### src/rtl/crc_frame_seq.sv
// -----------------------------------------------------------------------------
// crc_frame_seq
//   Frame sequencer between the packet source and the link serializer.
//   Payload words arrive on a valid/ready stream and are forwarded through a
//   one-entry output register while a running CRC-16 (poly 0x1021,
//   1+x^5+x^12+x^16, MSB-first, one 16-bit word per step) accumulates. After
//   the word flagged s_last, or once MAX_WORDS words have been taken, the CRC
//   is appended as the closing beat of the frame.
//
// Ports
//   clk        in   1      clock, rising edge
//   rst        in   1      asynchronous reset, active-high
//   clr        in   1      synchronous abort: drop frame, back to IDLE
//   s_valid    in   1      input word valid
//   s_ready    out  1      block can accept input word
//   s_data     in   16     input word
//   s_last     in   1      last payload word of the frame
//   m_valid    out  1      output beat valid
//   m_ready    in   1      downstream accepts beat
//   m_data     out  16     payload word or CRC word
//   m_last     out  1      final beat of the frame (the CRC beat)
//   m_is_crc   out  1      beat carries the CRC
//   frame_len  out  LEN_W  payload words of the last completed frame
//   len_err    out  1      one-cycle pulse: frame forced closed at MAX_WORDS
//   chk_done   out  1      (CRC_CHECK_EN only) pulse one cycle after frame end
//   chk_err    out  1      (CRC_CHECK_EN only) nonzero residue, valid with chk_done
//
// Configuration macro: CRC_CHECK_EN adds the chk_done / chk_err residue check.
// -----------------------------------------------------------------------------
module crc_frame_seq #(
    parameter logic [15:0] CRC_INIT  = 16'h0000,
    parameter int          MAX_WORDS = 256,
    parameter int          LEN_W     = 9
) (
    input  logic             clk,
    input  logic             rst,
    input  logic             clr,
    input  logic             s_valid,
    output logic             s_ready,
    input  logic [15:0]      s_data,
    input  logic             s_last,
    output logic             m_valid,
    input  logic             m_ready,
    output logic [15:0]      m_data,
    output logic             m_last,
    output logic             m_is_crc,
    output logic [LEN_W-1:0] frame_len,
    output logic             len_err
`ifdef CRC_CHECK_EN
    ,
    output logic             chk_done,
    output logic             chk_err
`endif
);

    localparam logic [15:0]      CRC_POLY = 16'h1021;
    localparam logic [LEN_W-1:0] MAX_CNT  = LEN_W'(MAX_WORDS);

    typedef enum logic [1:0] {
        ST_IDLE = 2'd0,
        ST_DATA = 2'd1,
        ST_CRC  = 2'd2
    } state_t;

    // One CRC-16 step over a full 16-bit word, data MSB first.
    function automatic logic [15:0] crc_module(input logic [15:0] data,
                                               input logic [15:0] crc_in);
        logic [15:0] c;
        logic        fb;
        c = crc_in;
        for (int i = 15; i >= 0; i--) begin
            fb = c[15] ^ data[i];
            c  = {c[14:0], 1'b0} ^ (fb ? CRC_POLY : 16'h0000);
        end
        return c;
    endfunction

    state_t           r_state;
    logic [15:0]      r_crc;
    logic [LEN_W-1:0] r_word_cnt;
    logic             r_m_valid;
    logic [15:0]      r_m_data;
    logic             r_m_last;
    logic             r_m_is_crc;
    logic [LEN_W-1:0] r_frame_len;
    logic             r_len_err;

    logic             w_slot_free;
    logic             w_acc;
    logic [LEN_W-1:0] w_cnt_inc;
    logic             w_at_max;
    logic             w_frame_end;
    logic [15:0]      w_crc_next;

    assign w_slot_free = !r_m_valid || m_ready;
    assign s_ready     = w_slot_free && (r_state != ST_CRC);
    assign w_acc       = s_valid && s_ready;
    assign w_cnt_inc   = r_word_cnt + LEN_W'(1);
    assign w_at_max    = (w_cnt_inc == MAX_CNT);
    assign w_frame_end = s_last || w_at_max;
    assign w_crc_next  = crc_module(s_data, r_crc);

    assign m_valid   = r_m_valid;
    assign m_data    = r_m_data;
    assign m_last    = r_m_last;
    assign m_is_crc  = r_m_is_crc;
    assign frame_len = r_frame_len;
    assign len_err   = r_len_err;

    // Frame FSM, CRC accumulator, word counter and output register.
    always_ff @(posedge clk or posedge rst) begin
        if (rst) begin
            r_state     <= ST_IDLE;
            r_crc       <= CRC_INIT;
            r_word_cnt  <= '0;
            r_m_valid   <= 1'b0;
            r_m_data    <= 16'h0000;
            r_m_last    <= 1'b0;
            r_m_is_crc  <= 1'b0;
            r_frame_len <= '0;
            r_len_err   <= 1'b0;
        end else if (clr) begin
            // Abort takes priority over any accept; last frame_len is kept.
            r_state    <= ST_IDLE;
            r_crc      <= CRC_INIT;
            r_word_cnt <= '0;
            r_m_valid  <= 1'b0;
            r_len_err  <= 1'b0;
        end else begin
            r_len_err <= 1'b0;
            case (r_state)
                ST_IDLE, ST_DATA: begin
                    if (w_acc) begin
                        r_m_data   <= s_data;
                        r_m_valid  <= 1'b1;
                        r_m_last   <= 1'b0;
                        r_m_is_crc <= 1'b0;
                        r_crc      <= w_crc_next;
                        r_word_cnt <= w_cnt_inc;
                        if (w_frame_end) begin
                            r_state   <= ST_CRC;
                            // Only a size-forced close is an error.
                            r_len_err <= !s_last;
                        end else begin
                            r_state <= ST_DATA;
                        end
                    end else if (r_m_valid && m_ready) begin
                        r_m_valid <= 1'b0;
                    end
                end
                ST_CRC: begin
                    if (w_slot_free) begin
                        r_m_data    <= r_crc;
                        r_m_valid   <= 1'b1;
                        r_m_last    <= 1'b1;
                        r_m_is_crc  <= 1'b1;
                        r_frame_len <= r_word_cnt;
                        r_crc       <= CRC_INIT;
                        r_word_cnt  <= '0;
                        r_state     <= ST_IDLE;
                    end
                end
                default: begin
                    r_state   <= ST_IDLE;
                    r_m_valid <= 1'b0;
                end
            endcase
        end
    end

`ifdef CRC_CHECK_EN
    logic r_chk_done;
    logic r_chk_err;

    assign chk_done = r_chk_done;
    assign chk_err  = r_chk_err;

    // Residue over payload plus received tail; zero means the tail matched.
    always_ff @(posedge clk or posedge rst) begin
        if (rst) begin
            r_chk_done <= 1'b0;
            r_chk_err  <= 1'b0;
        end else if (clr) begin
            r_chk_done <= 1'b0;
            r_chk_err  <= 1'b0;
        end else if (w_acc && w_frame_end) begin
            r_chk_done <= 1'b1;
            r_chk_err  <= (w_crc_next != 16'h0000);
        end else begin
            r_chk_done <= 1'b0;
            r_chk_err  <= 1'b0;
        end
    end
`else
    // Residue checker not built in this configuration.
`endif

endmodule
### config.mk
export PLATFORM = sky130hd
export DESIGN_NAME = crc_frame_seq
export DESIGN_NICKNAME = d
export VERILOG_FILES = /design/src/rtl/crc_frame_seq.sv
export SDC_FILE = /design/constraint.sdc
export NUM_CORES = 1
export LEC_CHECK = 0
export CORE_MARGIN = 2
export CORE_UTILIZATION = 53
export DETAILED_ROUTE_END_ITERATION = 10
export GPL_TIMING_DRIVEN = 0
export PLACE_DENSITY_LB_ADDON = 0.12
export SKIP_LAST_GASP = 1
export SYNTH_ARGS = -nofsm -noshare
export SYNTH_HDL_FRONTEND = slang
export SYNTH_SLANG_ARGS = --single-unit
export TNS_END_PERCENT = 5
### constraint.sdc
create_clock -name clk -period 2.6 [get_ports clk]
set_clock_uncertainty 0.05 [all_clocks]
set_input_delay 0.52 -clock clk [delete_from_list [all_inputs] [get_ports clk]]
set_output_delay 0.52 -clock clk [all_outputs]
set_load 0.05 [all_outputs]
* After elaboration in Yosys (flattened, before gate mapping) *
Cells that the tools add are included.

storage, ports and cells
  bits in registers = 55
  bits of input ports = 22
  word-level logic and storage cells = 110

operators by class
  add/sub/neg operators = 1
  equality and inequality tests = 9
  muxes and demuxes = 43
  bitwise logic cells = 33
  reduce and logical (&&, ||, !) cells = 16

operators by type and width
  kind                                                                    number
  16-bit by 13-bit bitwise XOR with 16-bit output                         16
  13-bit two-way mux                                                      16
  16-bit two-way mux                                                      5
  16-bit case mux with 2 select lines                                     2
  9-bit two-way mux                                                       3
  9-bit case mux with 2 select lines                                      1
  1-bit bitwise XOR                                                       16
  9-bit by 1-bit adder with 9-bit output (second input constant)          1
  9-bit equality test (second input constant)                             1
  1-bit two-way mux                                                       9
  2-bit two-way mux                                                       4
  2-bit inequality test (second input constant)                           3
  3-bit inequality test (second input constant)                           2
  3-bit AND reduction                                                     2
  4-bit inequality test (second input constant)                           1
  1-bit case mux with 2 select lines                                      2
  2-bit case mux with 2 select lines                                      1
  2-bit AND reduction                                                     2
  4-bit AND reduction                                                     1
  1-bit logical AND                                                       3
  3-bit nonzero test                                                      1
  2-bit by 1-bit equality test with 1-bit output (second input constant)  1
  2-bit equality test (second input constant)                             1
  1-bit zero test                                                         2
  other kinds (5)                                                         6

* Logic depth before layout (Yosys ltp) *
  depth after elaboration = 51
  depth in mapped cells = 8
  depth with buffers taken out = 7

* Worst setup path before layout *
No wires, ideal clock.

  path type = input to register
  from = in s_data[12]
  to = reg r_crc[12]
  setup time = 0.077 ns
  arrival time = 2.012 ns
  data required time = 2.473 ns
  setup slack = 0.461 ns
  stages = 6
  path buffers = 0
  cell sequence = xor2_1 -> xnor2_2 -> xor3_1 -> xnor2_1 -> or3_1 -> o21ai_1

between the ends
  word-level cells in the longest chain between the ends = 24

ends and longest elaborated chain
  what                                                            line  source
  from (decl)                                                     40    input logic [15:0] s_data,
  1-bit bitwise XOR *                                             72    fb = c[15] ^ data[i];
  13-bit two-way mux *                                            73    c = {c[14:0], 1'b0} ^ (fb ? CRC_POLY : 16'h0000);
  16-bit by 13-bit bitwise XOR with 16-bit output * (4 in a row)  73
  1-bit bitwise XOR                                               72
  13-bit two-way mux                                              73
  16-bit by 13-bit bitwise XOR with 16-bit output * (4 in a row)  73
  1-bit bitwise XOR                                               72
  13-bit two-way mux                                              73
  16-bit by 13-bit bitwise XOR with 16-bit output * (4 in a row)  73
  1-bit bitwise XOR                                               72
  13-bit two-way mux                                              73
  16-bit by 13-bit bitwise XOR with 16-bit output *               73
  16-bit two-way mux *                                            133   if (w_acc) begin
  16-bit case mux with 2 select lines *                           131   case (r_state)
  16-bit two-way mux *                                            122   end else if (clr) begin
  to (signal assigned)                                            138   r_crc <= w_crc_next;
  to (decl)                                                       79    logic [15:0] r_crc;

Every way passes the cells marked *; elsewhere a longest branch is shown, timed or not. The select of a mux whose other input is x is not followed.
A chain may end at the register's enable or synchronous reset.

* Worst setup path after layout *
  from = in s_data[12]
  to = reg r_crc[5]

between the ends
  word-level cells in the longest chain between the ends = 24

ends and longest elaborated chain
  what                                                          line
  1-bit bitwise XOR                                             72
  13-bit two-way mux                                            73
  16-bit by 13-bit bitwise XOR with 16-bit output (4 in a row)  73
  1-bit bitwise XOR                                             72
  13-bit two-way mux                                            73
  16-bit by 13-bit bitwise XOR with 16-bit output (4 in a row)  73
  1-bit bitwise XOR                                             72
  13-bit two-way mux                                            73
  16-bit by 13-bit bitwise XOR with 16-bit output (4 in a row)  73
  1-bit bitwise XOR                                             72
  13-bit two-way mux                                            73
  16-bit by 13-bit bitwise XOR with 16-bit output               73
  16-bit two-way mux                                            133
  16-bit case mux with 2 select lines                           131
  16-bit two-way mux                                            122

Every way passes these cells. The select of a mux whose other input is x is not followed.

==> flow_metrics.py <==
metrics = {
    "grt": {
        "grt_max_degree": 43,
        "grt_pass1_wl_um": 11050,
        "overflow": 0,
        "grt_pass1_vias": 2329,
        "grt_usage_pct": 22.32,
        "antenna_found_initial": 0,
    },
    "placement": {
        "preCtsSetupSlack_ns": -0.5495,
        "dpl.hpwl_um": 4942,
        "port_buffers": 51,
        "place_congestion": 0.8921,
        "postPlaceCellArea_um2": 3725,
    },
    "critical_path": {
        "ff2ff_setup_slack_ns": 0.07,
        "crit_type": "input pin to flip-flop",
        "cp_data_arrival_time_ns": 2.83,
        "crit_path_cell_trace": "clkdlybuf4s50_1, xor2_1, xnor2_2, xor3_1, xnor2_1, or3_1, o21ai_1",
        "rr_startpoint": "r_state[1]$_DFFE_PP0P_",
        "crit_path_max_fanout": 4,
        "worstPathRequired_ns": 2.78,
        "end_kind": "flip-flop",
        "rr_worst_depth": 7,
        "cp_slowest_cell": "xor3_1",
        "cpPeakStageDelay_ns": 0.59,
        "worstSetupStartpointType": "input pin",
        "r2r-end": "r_word_cnt[7]$_DFFE_PP0P_",
    },
    "pwr": {
        "power.density_nw_per_um2": 932.7,
        "internal_power_w": 0.002098,
        "p_seq_share_pct": 31.3,
        "p_comb_share_pct": 55.8,
        "p_clk_share_pct": 12.9,
        "p_leak_nw": 1.675,
        "swShare_pct": 40.95,
        "peakVddDrop_mv": 0.3843,
        "p_sw_w": 0.001455,
    },
    "final_layout": {
        "nets": 396,
        "multi_input_area_um2": 1615,
        "antenna_cells": 0,
        "syn_to_final_growth_pct": 22.73,
        "drive_above_1_share_pct": 7.239,
        "regArea_um2": 1376,
        "final_area_um2": 3810,
        "fill_cells": 454,
    },
    "sta": {
        "whs_ns": 0.4293,
        "finalCritPeriodShare_pct": 101.9,
        "fin_ws_ns": -0.04906,
        "slew_headroom_pct": 53.26,
        "period_needed_ns": 2.649,
        "slew_violations": 0,
        "rsz0062_at_grt": "true",
        "fmax_ghz": 0.3775,
        "setup_viol_count_final": 2,
        "finalSetupTns_ns": -0.09449,
        "worst_pin_slew_ns": 0.6973,
        "hold_violations": 0,
    },
    "logic_synthesis": {
        "synth.distinct_cells": 42,
        "async_flop_share_pct": 100.0,
        "synth_edf_count": 0,
        "ys.flop_type": "dfrtp_1",
        "synth_area_um2": 3104,
        "synth_cells": 314,
        "yosysSeqAreaShare_pct": 44.34,
        "synth_fp_nets": 338,
        "ys_warn_count": 0,
        "postSynthAreaPerCell_um2": 9.886,
        "synth_seq_cells": 55,
    },
    "floorplan": {
        "die_width_um": 80.53,
        "die_h_um": 80.53,
        "start_util_pct": 55.69,
        "io_pins": 52,
        "rows": 27,
        "coreArea_um2": 5574,
        "die_area_um2": 6485,
    },
    "route": {
        "vias": 2405,
        "drt_first_pass_iters": 4,
        "routed_wirelength_um": 6673,
        "drc": 0,
        "wire_per_inst_um": 15.00,
        "drtIter0Drc": 78,
        "ant_nets": 0,
        "vias_per_cell": 5.404,
    },
    "cts": {
        "cts_buffer_depth": 2,
        "cts_inserted_buffers": 5,
        "post_cts_buffers": 0,
        "clock_latency_ns": 0.30,
        "cts_hold_buf": 0,
        "h-tree-depth": 2,
        "clock-sinks": 55,
        "cts_tree": "done",
        "path_clk_slew_ns": 0.09,
        "cts_root_buffer": "clkbuf_8",
    },
    "outcome": {
        "violations": "setup timing",
        "outcome": "finished, violations left",
    },
    "job": {
        "drv_cap": 0,
    },
    "min_path": {
        "hp-class": "input pin to asynchronous set/reset pin",
    },
}
[routing by layer]
layer | track usage, % | part of all wire [%] | routed length (um)
met5 | 0 | 0 | 0
met4 | 5.424 | 1.7 | 112
met3 | 4.157 | 3.8 | 256
met2 | 38.67 | 49 | 3239
met1 | 28.87 | 46 | 3065
[flip-flops by register name (all words and copies together) (netlist names)]
register and count:
r_crc 16, len_err 1, r_word_cnt 9, m_is_crc 1
frame_len 9, r_state 2, m_data 16, m_valid 1
[cells in the final DEF, fill, tap and decap left out, drive strengths merged, types with 3 or more instances in the layout]
master	netlist	routed
xnor3	4	4
inv	12	12
or3	4	4
dfrtp	55	55
nand4	4	4
xor3	3	3
nor3	5	5
clkbuf	16	22
o31ai	3	3
clkdlybuf4s50	0	50
a21oi	19	19
nor2	16	16
o22ai	4	4
mux2i	8	8
xnor2	37	37
mux2	8	8
buf	2	3
o21ai	42	42
xor2	10	10
nand2	37	37
[critical path, delay by kind of cell]
kind | cells | cell delay [ns]
AOI/OAI and AO/OA | 1 | 0.08
xor gates and xnor gates | 4 | 1.34
buffers and inverters | 1 | 0.57
and+or+nand+nor | 1 | 0.31
[repair_timing]
action | 4_1_cts | 5_1_grt
resized for setup | 0 | 2
setup endpoints to repair | 12 | 24
pin swaps | 0 | 0
gates cloned | 0 | 0
[cells by family (layout without fill, tap and decap cells)]
family / count (synthesis) / after routing / share of synthesized area (%)
and+or+nand+nor: 78 / 78 / 11.29
DFF: 55 / 55 / 44.34
muxes: 16 / 16 / 5.482
buffers and inverters: 30 / 89 / 3.789
adders and majority gates: 2 / 2 / 0.8060
xor gates and xnor gates: 54 / 54 / 19.99
AOI/OAI and AO/OA: 79 / 79 / 14.31
[area by class of cell]
cell class,count,share of cell area [%]
repair buffers,52,13.99
clock buffers,7,2.003
clock inverters,1,0.1314
well taps,72,2.365
multi-input cells,229,42.40
flip-flops and latches,55,36.12
inverters,12,1.182
plain buffers,17,1.806
[worst max-delay path by stage]
stage / start / end / slack [ns] / cells after the start
floorplan: s_data[12] / r_crc[12]$_DFFE_PP0P_ / 0.46 / 6
global placement: m_ready / r_word_cnt[4]$_DFFE_PP0P_ / -0.53 / 7
detailed placement: m_ready / r_crc[7]$_DFFE_PP0P_ / -0.55 / 7
CTS: m_ready / r_crc[7]$_DFFE_PP0P_ / -0.20 / 7
global route: r_state[1]$_DFFE_PP0P_ / r_word_cnt[7]$_DFFE_PP0P_ / -0.15 / 7
finish: s_data[12] / r_crc[5]$_DFFE_PP0P_ / -0.05 / 7
[metrics by stage]
step | cells | total power [W] | util [%]
CTS | 445 | 0.003566 | 68.22
global route | 445 | 0.003765 | 68.35
finish | 445 | 0.003554 | 68.35
floorplan | 314 | 0.002662 | -
global placement | 437 | 0.003049 | 66.46
detailed placement | 438 | 0.003103 | 66.82
[power by group through the flow]
stage / Combinational [W] / Clock (W) / Sequential, W
2_1_floorplan: 0.00131 / 0 / 0.00135
3_3_place_gp: 0.00193 / 0 / 0.00112
3_5_place_dp: 0.00197 / 0 / 0.00113
4_1_cts: 0.00199 / 0.000466 / 0.00111
5_1_grt: 0.00214 / 0.000495 / 0.00113
6_report: 0.00198 / 0.000457 / 0.00111
[Yosys cell counts (3+ instances only)]
| cell | count | share of area (%) |
|---|---|---|
| a21oi_1 | 19 | 3.1 |
| clkbuf_1 | 16 | 1.9 |
| dfrtp_1 | 55 | 44 |
| inv_1 | 12 | 1.5 |
| mux2_2 | 8 | 2.9 |
| mux2i_1 | 8 | 2.6 |
| nand2_1 | 37 | 4.5 |
| nand4_1 | 4 | 0.81 |
| nor2_1 | 16 | 1.9 |
| nor3_1 | 5 | 0.81 |
| o21ai_0 | 39 | 6.3 |
| o21ai_1 | 3 | 0.48 |
| o22ai_1 | 4 | 0.81 |
| o31ai_1 | 3 | 0.73 |
| or3_1 | 4 | 0.81 |
| xnor2_1 | 32 | 9.0 |
| xnor2_2 | 5 | 2.6 |
| xnor3_1 | 3 | 2.2 |
| xor2_1 | 9 | 2.5 |
(Power assumes the default switching activity.)
